`src/rtl/sprite_pkg.sv`:
```
`default_nettype none
// ============================================================================
// Module   : sprite_pkg
// Purpose  : Shared types and constants for the sprite transform buffer.
// Revision : 1.0 - initial release
// ============================================================================
package sprite_pkg;

    typedef struct packed {
        logic       mirror;
        logic [1:0] rot;
    } orient_t;

    typedef enum logic [1:0] {
        IDLE = 2'd0,
        LOAD = 2'd1,
        READ = 2'd2
    } sb_state_t;

    localparam logic [1:0] ROT_0   = 2'd0;
    localparam logic [1:0] ROT_90  = 2'd1;
    localparam logic [1:0] ROT_180 = 2'd2;
    localparam logic [1:0] ROT_270 = 2'd3;

endpackage
`default_nettype wire

```
`src/rtl/sprite_xform_buffer_addr_map.sv`:
```
`default_nettype none
// ============================================================================
// Module   : sprite_addr_map
// Purpose  : Maps a raster-order output index to its source pixel address.
// Revision : 1.0 - initial release
// ============================================================================
module sprite_addr_map
    import sprite_pkg::*;
#(
    parameter int SIDE = 8
) (
    input  logic [2*$clog2(SIDE)-1:0] rd_idx_i,
    input  orient_t                   orient_i,
    output logic [2*$clog2(SIDE)-1:0] src_addr_o
);

    localparam int L  = $clog2(SIDE);
    localparam int IW = 2 * L;
    localparam logic [L-1:0] C_MAX = '1;

    logic [L-1:0] row;
    logic [L-1:0] col;
    logic [L-1:0] src_row;
    logic [L-1:0] src_col;

    // Field-width subtraction from C_MAX keeps every term inside 0..N-1.
    always_comb begin
        row     = rd_idx_i[IW-1:L];
        col     = rd_idx_i[L-1:0];
        src_row = row;
        src_col = col;
        case (orient_i.rot)
            ROT_0: begin
                src_row = row;
                src_col = col;
            end
            ROT_90: begin
                src_row = C_MAX - col;
                src_col = row;
            end
            ROT_180: begin
                src_row = C_MAX - row;
                src_col = C_MAX - col;
            end
            ROT_270: begin
                src_row = col;
                src_col = C_MAX - row;
            end
            default: begin
                src_row = row;
                src_col = col;
            end
        endcase
        if (orient_i.mirror) begin
            src_col = C_MAX - src_col;
        end
        src_addr_o = {src_row, src_col};
    end

endmodule
`default_nettype wire

```
`src/rtl/sprite_xform_buffer.sv`:
```
`default_nettype none
// ============================================================================
// Module   : sprite_xform_buffer
// Purpose  : Stages one square sprite and replays it in one of 8 orientations.
// Revision : 1.0 - initial release
// ============================================================================
module sprite_xform_buffer
    import sprite_pkg::*;
#(
    parameter int SIDE = 8,
    parameter int CW   = 8
) (
    input  logic          clk,
    input  logic          rst,
    input  logic          write,
    input  logic          i_valid,
    input  logic [CW-1:0] i_r,
    input  logic [CW-1:0] i_g,
    input  logic [CW-1:0] i_b,
    input  logic          read,
    input  logic          set_orientation,
    input  logic [2:0]    orientation,
    input  logic          set_key,
    input  logic          key_en,
    input  logic [CW-1:0] key_r,
    input  logic [CW-1:0] key_g,
    input  logic [CW-1:0] key_b,
    output logic          o_valid,
    input  logic          o_ready,
    output logic [CW-1:0] o_r,
    output logic [CW-1:0] o_g,
    output logic [CW-1:0] o_b,
    output logic          o_last,
    output logic          o_transparent,
    output logic          busy
);

    localparam int IW    = 2 * $clog2(SIDE);
    localparam int DEPTH = SIDE * SIDE;
    localparam int PW    = 3 * CW;
    localparam logic [IW-1:0] LAST_IDX = '1;

    sb_state_t       state_q, state_d;
    logic [IW-1:0]   wr_idx_q, wr_idx_d;
    logic [IW-1:0]   rd_idx_q, rd_idx_d;
    orient_t         orient_q, orient_d;
    orient_t         snap_q, snap_d;
    logic            key_en_q, key_en_d;
    logic [PW-1:0]   key_q, key_d;
    logic            valid_q, valid_d;
    logic            last_q, last_d;
    logic [PW-1:0]   pix_q, pix_d;
    logic            mem_we;
    logic [IW-1:0]   src_addr;
    logic [PW-1:0]   mem_q [DEPTH];

    sprite_addr_map #(
        .SIDE (SIDE)
    ) u_addr_map (
        .rd_idx_i   (rd_idx_q),
        .orient_i   (snap_q),
        .src_addr_o (src_addr)
    );

    always_comb begin
        state_d  = state_q;
        wr_idx_d = wr_idx_q;
        rd_idx_d = rd_idx_q;
        snap_d   = snap_q;
        valid_d  = valid_q;
        last_d   = last_q;
        pix_d    = pix_q;
        mem_we   = 1'b0;
        orient_d = set_orientation ? orient_t'(orientation) : orient_q;
        key_en_d = set_key ? key_en : key_en_q;
        key_d    = set_key ? {key_r, key_g, key_b} : key_q;
        case (state_q)
            IDLE: begin
                if (write) begin
                    state_d  = LOAD;
                    wr_idx_d = '0;
                end else if (read) begin
                    state_d  = READ;
                    rd_idx_d = '0;
                    snap_d   = orient_q;
                end
            end
            LOAD: begin
                if (i_valid) begin
                    mem_we   = 1'b1;
                    wr_idx_d = wr_idx_q + 1'b1;
                    if (wr_idx_q == LAST_IDX) begin
                        state_d = IDLE;
                    end
                end
            end
            READ: begin
                // Refill the output register whenever it is empty or being drained.
                if (valid_q && o_ready && last_q) begin
                    state_d = IDLE;
                    valid_d = 1'b0;
                    last_d  = 1'b0;
                end else if (!valid_q || o_ready) begin
                    valid_d  = 1'b1;
                    pix_d    = mem_q[src_addr];
                    last_d   = (rd_idx_q == LAST_IDX);
                    rd_idx_d = rd_idx_q + 1'b1;
                end
            end
            default: begin
                state_d = IDLE;
            end
        endcase
    end

    always_ff @(posedge clk) begin
        if (rst) begin
            state_q  <= IDLE;
            wr_idx_q <= '0;
            rd_idx_q <= '0;
            orient_q <= '0;
            snap_q   <= '0;
            key_en_q <= 1'b0;
            key_q    <= '0;
            valid_q  <= 1'b0;
            last_q   <= 1'b0;
            pix_q    <= '0;
        end else begin
            state_q  <= state_d;
            wr_idx_q <= wr_idx_d;
            rd_idx_q <= rd_idx_d;
            orient_q <= orient_d;
            snap_q   <= snap_d;
            key_en_q <= key_en_d;
            key_q    <= key_d;
            valid_q  <= valid_d;
            last_q   <= last_d;
            pix_q    <= pix_d;
        end
    end

    // Pixel storage deliberately survives reset.
    always_ff @(posedge clk) begin
        if (mem_we) begin
            mem_q[wr_idx_q] <= {i_r, i_g, i_b};
        end
    end

    assign o_valid       = valid_q;
    assign o_last        = last_q;
    assign o_r           = pix_q[PW-1:2*CW];
    assign o_g           = pix_q[2*CW-1:CW];
    assign o_b           = pix_q[CW-1:0];
    assign o_transparent = valid_q & key_en_q & (pix_q == key_q);
    assign busy          = (state_q != IDLE);

endmodule
`default_nettype wire

```
`config.mk`:
```
export PLATFORM = sky130hd
export DESIGN_NAME = sprite_xform_buffer
export DESIGN_NICKNAME = d
export VERILOG_FILES = /design/src/rtl/sprite_pkg.sv /design/src/rtl/sprite_xform_buffer_addr_map.sv /design/src/rtl/sprite_xform_buffer.sv
export SDC_FILE = /design/constraint.sdc
export NUM_CORES = 2
export LEC_CHECK = 0
export CAP_MARGIN = 40
export CORE_ASPECT_RATIO = 1.4
export CORE_MARGIN = 3
export CORE_UTILIZATION = 30
export CTS_CLUSTER_DIAMETER = 30
export DETAILED_ROUTE_END_ITERATION = 8
export PLACE_DENSITY = 0.53
export REMOVE_ABC_BUFFERS = 1
export SYNTH_ARGS = -nofsm -noshare
export SYNTH_HDL_FRONTEND = slang
export SYNTH_SLANG_ARGS = --single-unit
```
`constraint.sdc`:
```
create_clock -name clk -period 7.15 [get_ports clk]
set_input_delay 1.43 -clock clk [delete_from_list [all_inputs] [get_ports clk]]
set_output_delay 1.43 -clock clk [all_outputs]
set_load 0.01 [all_outputs]
```
Yosys cells after proc, flatten, opt, wreduce, memory -nomap -nowiden
Memories as Yosys holds them, arrays and structs flattened. A register that Yosys moved wholly into a read port is not among the register bits.
Cells that the tools add are included.
{"block": "word_totals", "output_inout_bits": 28, "ff_bits": 47, "input_bits": 60, "wordCells": 79, "ramBits": 1536, "memories": 1}
{"block": "classes", "mux": 25, "bitwise": 4, "n_eq_ne": 17, "addsub": 5, "n_reduce_logical": 16}
{"name": "mem_q", "depth": 64, "word_bits": 24, "rd": 1, "rd_ports_with_merged_regs": 1, "wr": 1, "line": "sprite_xform_buffer.sv:55", "text": "logic [PW-1:0] mem_q [DEPTH];"}
{"op": "$mux W6", "count": 6}
{"op": "$eq A24 B24 Y1", "count": 1}
{"op": "$pmux W3 S4", "count": 2}
{"op": "$pmux W6 S2", "count": 2}
{"op": "$ne A2 B2 Y1 const B", "count": 8}
{"op": "$add A6 B1 Y6 const B", "count": 2}
{"op": "$eq A6 B6 Y1 const B", "count": 2}
{"op": "$mux W2", "count": 5}
{"op": "$reduce_and A3 Y1", "count": 3}
{"op": "$sub A3 B3 Y3 const A", "count": 3}
{"op": "$mux W1", "count": 8}
{"op": "$reduce_bool A2 Y1", "count": 4}
{"op": "$eq A2 B2 Y1 const B", "count": 3}
{"op": "$pmux W2 S3", "count": 1}
{"op": "$reduce_and A5 Y1", "count": 1}
{"op": "$eq A2 B1 Y1 const B", "count": 2}
{"op": "$logic_not A2 Y1", "count": 2}
{"op": "$reduce_and A4 Y1", "count": 1}
{"op": "$mux W3", "count": 1}
{"op": "$ne A3 B3 Y1 const B", "count": 1}
{"op": "$and A1 B1 Y1", "count": 2}
{"op": "$logic_and A1 B1 Y1", "count": 2}
{"op": "$not A1 Y1", "count": 2}
{"op": "$reduce_and A2 Y1", "count": 1}
{"op": "other kinds (2)", "count": 2}

Logic depth before layout (Yosys ltp)
{"block": "depth", "word_depth": 5, "mapped_depth": 12, "ltp_nobuf": 7}

Cells and area by module
From an unflattened synthesis, not the netlist that was laid out.
{"block": "unflattened", "hier_cells": 3190, "area_unflattened_um2": 62087.0}
{"mod": "sprite_xform_buffer", "n_inst": 1, "cells_each": 3173, "area_per_inst_um2": 61941.9, "seq_area_each_um2": 47545.6}
{"mod": "sprite_addr_map", "n_inst": 1, "cells_each": 17, "area_per_inst_um2": 145.1, "seq_area_each_um2": 0.0}

Worst setup path before layout
No wires, ideal clock.
{"block": "synth_timing", "path_type": "input to register", "start": "input i_valid", "end": "memory mem_q[62][0] in the netlist's numbering, enable pin", "cell_stages": 4, "required_time_ns": 6.745, "arrival_time_ns": 2.980, "slack_ns": 3.765, "path_cell_list": "nand2_1 > nor2_1 > nand3_1 > nor2_1"}
{"block": "synth_between", "elab_chain_len": 4}
{"item": "start: declaration", "line": "sprite_xform_buffer.sv:16", "text": "input logic i_valid,"}
{"item": "$mux W1", "line": "sprite_xform_buffer.sv:89", "text": "if (i_valid) begin"}
{"item": "$mux W1", "line": "sprite_xform_buffer.sv:77", "text": "case (state_q)"}
{"item": "$mux W1", "line": "sprite_xform_buffer.sv:144", "text": "if (mem_we) begin"}
{"item": "$mux W1 (implied by the code)", "line": "sprite_xform_buffer.sv:145", "text": "mem_q[wr_idx_q] <= {i_r, i_g, i_b};"}
{"item": "end: declaration", "line": "sprite_xform_buffer.sv:55"}
Every way passes these cells.

Final worst setup path
{"block": "layout_timing", "start": "register pix_q[4], read port of mem_q", "end": "output o_transparent"}
{"block": "layout_between", "elab_chain_len": 2}
{"item": "start: declaration", "line": "sprite_xform_buffer.sv:52", "text": "logic [PW-1:0] pix_q, pix_d;"}
{"item": "$eq A24 B24 Y1", "line": "sprite_xform_buffer.sv:154", "text": "assign o_transparent = valid_q & key_en_q & (pix_q == key_q);"}
{"item": "$and A1 B1 Y1", "line": "sprite_xform_buffer.sv:154"}
{"item": "end: declaration", "line": "sprite_xform_buffer.sv:34", "text": "output logic o_transparent,"}
Every way passes these cells.

==> metrics.csv <==
stage;metric;value;unit
outcome;status;complete, no violations;
synthesis;synth-async-reset-ratio;0;%
placement;postPlaceCellArea;66200;um^2
critical_path;worstPathRequired;5.72;ns
timing;setup_violations;0;
timing;finalCritPeriodShare;63.3;%
cts;cts_tree;yes;
synthesis;synth-seq-area-share;77.3;%
grt;antenna_found_initial;12;
detailed_routing;dr.first_iter.drc_count;3041;
detailed_routing;drcViolationCount;0;
placement;port_buffers;87;
cells_and_area;multi_input_area;13400;um^2
timing;setup_slack;2.62;ns
placement;place.gp.congestion;0.884;
hold_path;holdCritPathClass;reg2reg;
critical_path;cp_data_arrival_time;3.10;ns
timing;fmax;0.221;GHz
cells_and_area;fin_nets;3366;
cts;clk_latency;0.83;ns
cts;cts_resized;0;
timing;tns;0;ns
placement;placed_cells;5772;
cells_and_area;stdcell_count;6157;
cells_and_area;drive_gt1_share;27.3;%
critical_path;worstSetupPathType;reg2out;
placement;hpwl;103000;um
detailed_routing;viasPerCell;5.06;
synthesis;syn_area_per_cell;20.2;um^2
cts;cts_sinks;1607;
critical_path;slowest_delay;0.59;ns
cts;cts_buffers;203;
pwr;leakage;0.0228;uW
cells_and_area;seq_area;47500;um^2
floorplan;ios;88;
floorplan;core_area;204000;um^2
detailed_routing;drt_pass1_iterations;8;
timing;drv_slew;0;
cts;ctsHoldBuffers;0;
critical_path;startpoint_type;flip-flop;
pwr;power.density;302;nW/um^2
detailed_routing;routed_wl;172000;um
critical_path;cp-end-kind;primary output;
floorplan;die_h;542;um
pwr;ir_drop;0.000184;V
synthesis;yosysWarnings;0;
cts;cts_setup_buffers;0;
grt;grt_overflow;0;
synthesis;netlist_area;61500;um^2
critical_path;path_cells;xor2_1 -> nor4_1 -> nand4_1 -> nor4_1 -> clkdlybuf4s50_1;
timing;maxSlewHeadroom;23.1;%
cts;clkTransAtPathRegs;0.06;ns
timing;rsz0062_at_grt;no;
critical_path;cp_num_buf_inv;1;
timing;worstMarginPinSlew;1.15;ns
cells_and_area;stdcell_area;73000;um^2
grt;grt_max_degree;93;
timing;clock_skew;0.0738;ns
detailed_routing;vias;31200;
synthesis;yosys_register_bits;1607;
floorplan;dieArea;210000;um^2
synthesis;synth_edf_count;1536;
placement;preCtsSetupSlack;2.78;ns
cts;cts_buffer_depth;4;
critical_path;critPathMaxFanout;3;
detailed_routing;ant_nets;0;
cells_and_area;n_fill_cell;18700;
cells_and_area;area.growth.synth_to_final;18.8;%
grt;grt_pass1_vias;31600;
cts;h-tree-depth;4;
grt;grt_usage;16.1;%
floorplan;placementRows;196;
synthesis;synth_ff_type;edfxtp_1;
timing;period_needed;4.53;ns
grt;grt_pass1_wl;244000;um
critical_path;crit_top_cell;nor4_1;
critical_path;slowest_stage;clkdlybuf4s50_1;
timing;finalHoldViolCount;0;
floorplan;initial_utilization;30.2;%
cts;root_buffer;clkbuf_16;
run;cap_viol_max_count;0;
floorplan;die_x;389;um
timing;whs;0.499;ns
critical_path;critPathTopFamily;simple AND/OR/NAND/NOR gates;
synthesis;synth_cell_types;47;
detailed_routing;avgRoutedWirePerCell;27.9;um
synthesis;synth_cells;3045;
-- state kept, by name (all words and copies together) (netlist names) --
register  count
snap_q        3
wr_idx_q      6
state_q       2
pix_q        24
orient_q      3
key_q        24
o_last        1
mem_q      1536
o_valid       1
rd_idx_q      6
key_en_q      1
-- layer usage --
layer	share of wire, %	track usage (%)	routed length, um	up-vias
met5	0.0076	0	13	-
met4	5.2	7.65	8950	2
met3	5.6	2.59	9660	289
met2	50	27.4	85800	1094
met1	39	20.2	67400	16700
li1	-	-	-	13100
-- metrics by stage --
stage | util (%) | power [uW]
final | 35.8 | 22000
after global routing | 35.8 | 22700
after CTS | 35.8 | 22300
after detailed placement | 32.5 | 12100
after global placement | 32.4 | 12100
after floorplan | - | 12000
-- cells in the final DEF (no fill, tap or decap), types with 37 or more instances in the layout --
master           count
mux2i_1             37
a21oi_1             75
nand2_1            238
buf_4              128
dfxtp_1             71
nor2_2              66
edfxtp_1          1536
mux4_2             358
nor4_1              73
clkdlybuf4s50_1     61
nor2_1              99
a22oi_1             45
clkbuf_16          207
-- tightest hold or removal path: stages (launching register included) --
cell     delay, ns
dfxtp_1       0.33
mux2i_1       0.07
nor2_1        0.07
-- report_power, final --
part	internal, uW	switching [uW]	total, uW
Clock	6010	4130	10100
Sequential	10300	54.9	10400
Combinational	602	905	1510
Total	17000	5090	22000
-- kinds of logic after synthesis --
logic type	count (synthesis)	share of synthesized area [%]
AOI/OAI and AO/OA	233	2.51
xor gates and xnor gates	41	0.627
adders and majority gates	2	0.0407
buffers and inverters	175	1.35
DFF	1607	77.3
muxes	396	13.7
and+or+nand+nor	591	4.40
-- final timing paths --
kind	startpoint	to	slack (ns)	depth (start not counted)
max reg2reg	snap_q[0]$_SDFFE_PP0P_	pix_q[6]$_SDFFE_PP0P_	3.07	8
min reg2reg	orient_q[2]$_SDFFE_PP0P_	snap_q[2]$_SDFFE_PP0P_	0.50	2
max	pix_q[4]$_SDFFE_PP0P_	o_transparent	2.62	5
min	orient_q[2]$_SDFFE_PP0P_	snap_q[2]$_SDFFE_PP0P_	0.50	2
-- synth_stat cells (2+ instances only) --
| library cell | count | area [um^2] |
|---|---|---|
| a2111oi_0 | 25 | 219 |
| a21oi_1 | 78 | 390 |
| a22oi_1 | 45 | 338 |
| a32o_1 | 23 | 230 |
| a32oi_1 | 2 | 17.5 |
| and2_1 | 5 | 31.3 |
| and3_1 | 3 | 18.8 |
| and4_1 | 22 | 193 |
| buf_1 | 14 | 52.6 |
| buf_2 | 41 | 205 |
| buf_4 | 18 | 135 |
| buf_6 | 7 | 78.8 |
| clkbuf_1 | 93 | 349 |
| dfxtp_1 | 71 | 1420 |
| edfxtp_1 | 1536 | 46100 |
| ha_1 | 2 | 25.0 |
| mux2i_1 | 37 | 370 |
| mux4_2 | 358 | 8060 |
| nand2_1 | 239 | 897 |
| nand2b_1 | 3 | 18.8 |
| nand3_1 | 36 | 180 |
| nand3b_1 | 4 | 30.0 |
| nand4_1 | 13 | 81.3 |
| nor2_1 | 166 | 623 |
| nor2b_1 | 8 | 50.1 |
| nor3_1 | 7 | 35.0 |
| nor4_1 | 73 | 457 |
| o21ai_0 | 30 | 150 |
| o22ai_1 | 24 | 150 |
| o31ai_1 | 2 | 15.0 |
| or2_2 | 3 | 18.8 |
| or3_1 | 4 | 25.0 |
| or3b_2 | 2 | 17.5 |
| xnor2_1 | 15 | 131 |
| xor2_1 | 24 | 210 |
-- layout make-up --
| cell class | count | area share (%) |
|---|---|---|
| diodes | 17 | 0.0583 |
| multi-input cells | 1263 | 18.3 |
| inverters | 2 | 0.0103 |
| flip-flops and latches | 1607 | 65.1 |
| well taps | 2673 | 4.58 |
| clock inverters | 142 | 2.02 |
| clock buffers | 226 | 7.22 |
| repair buffers | 227 | 2.69 |
No activity file was read; power rests on OpenSTA's default activity.
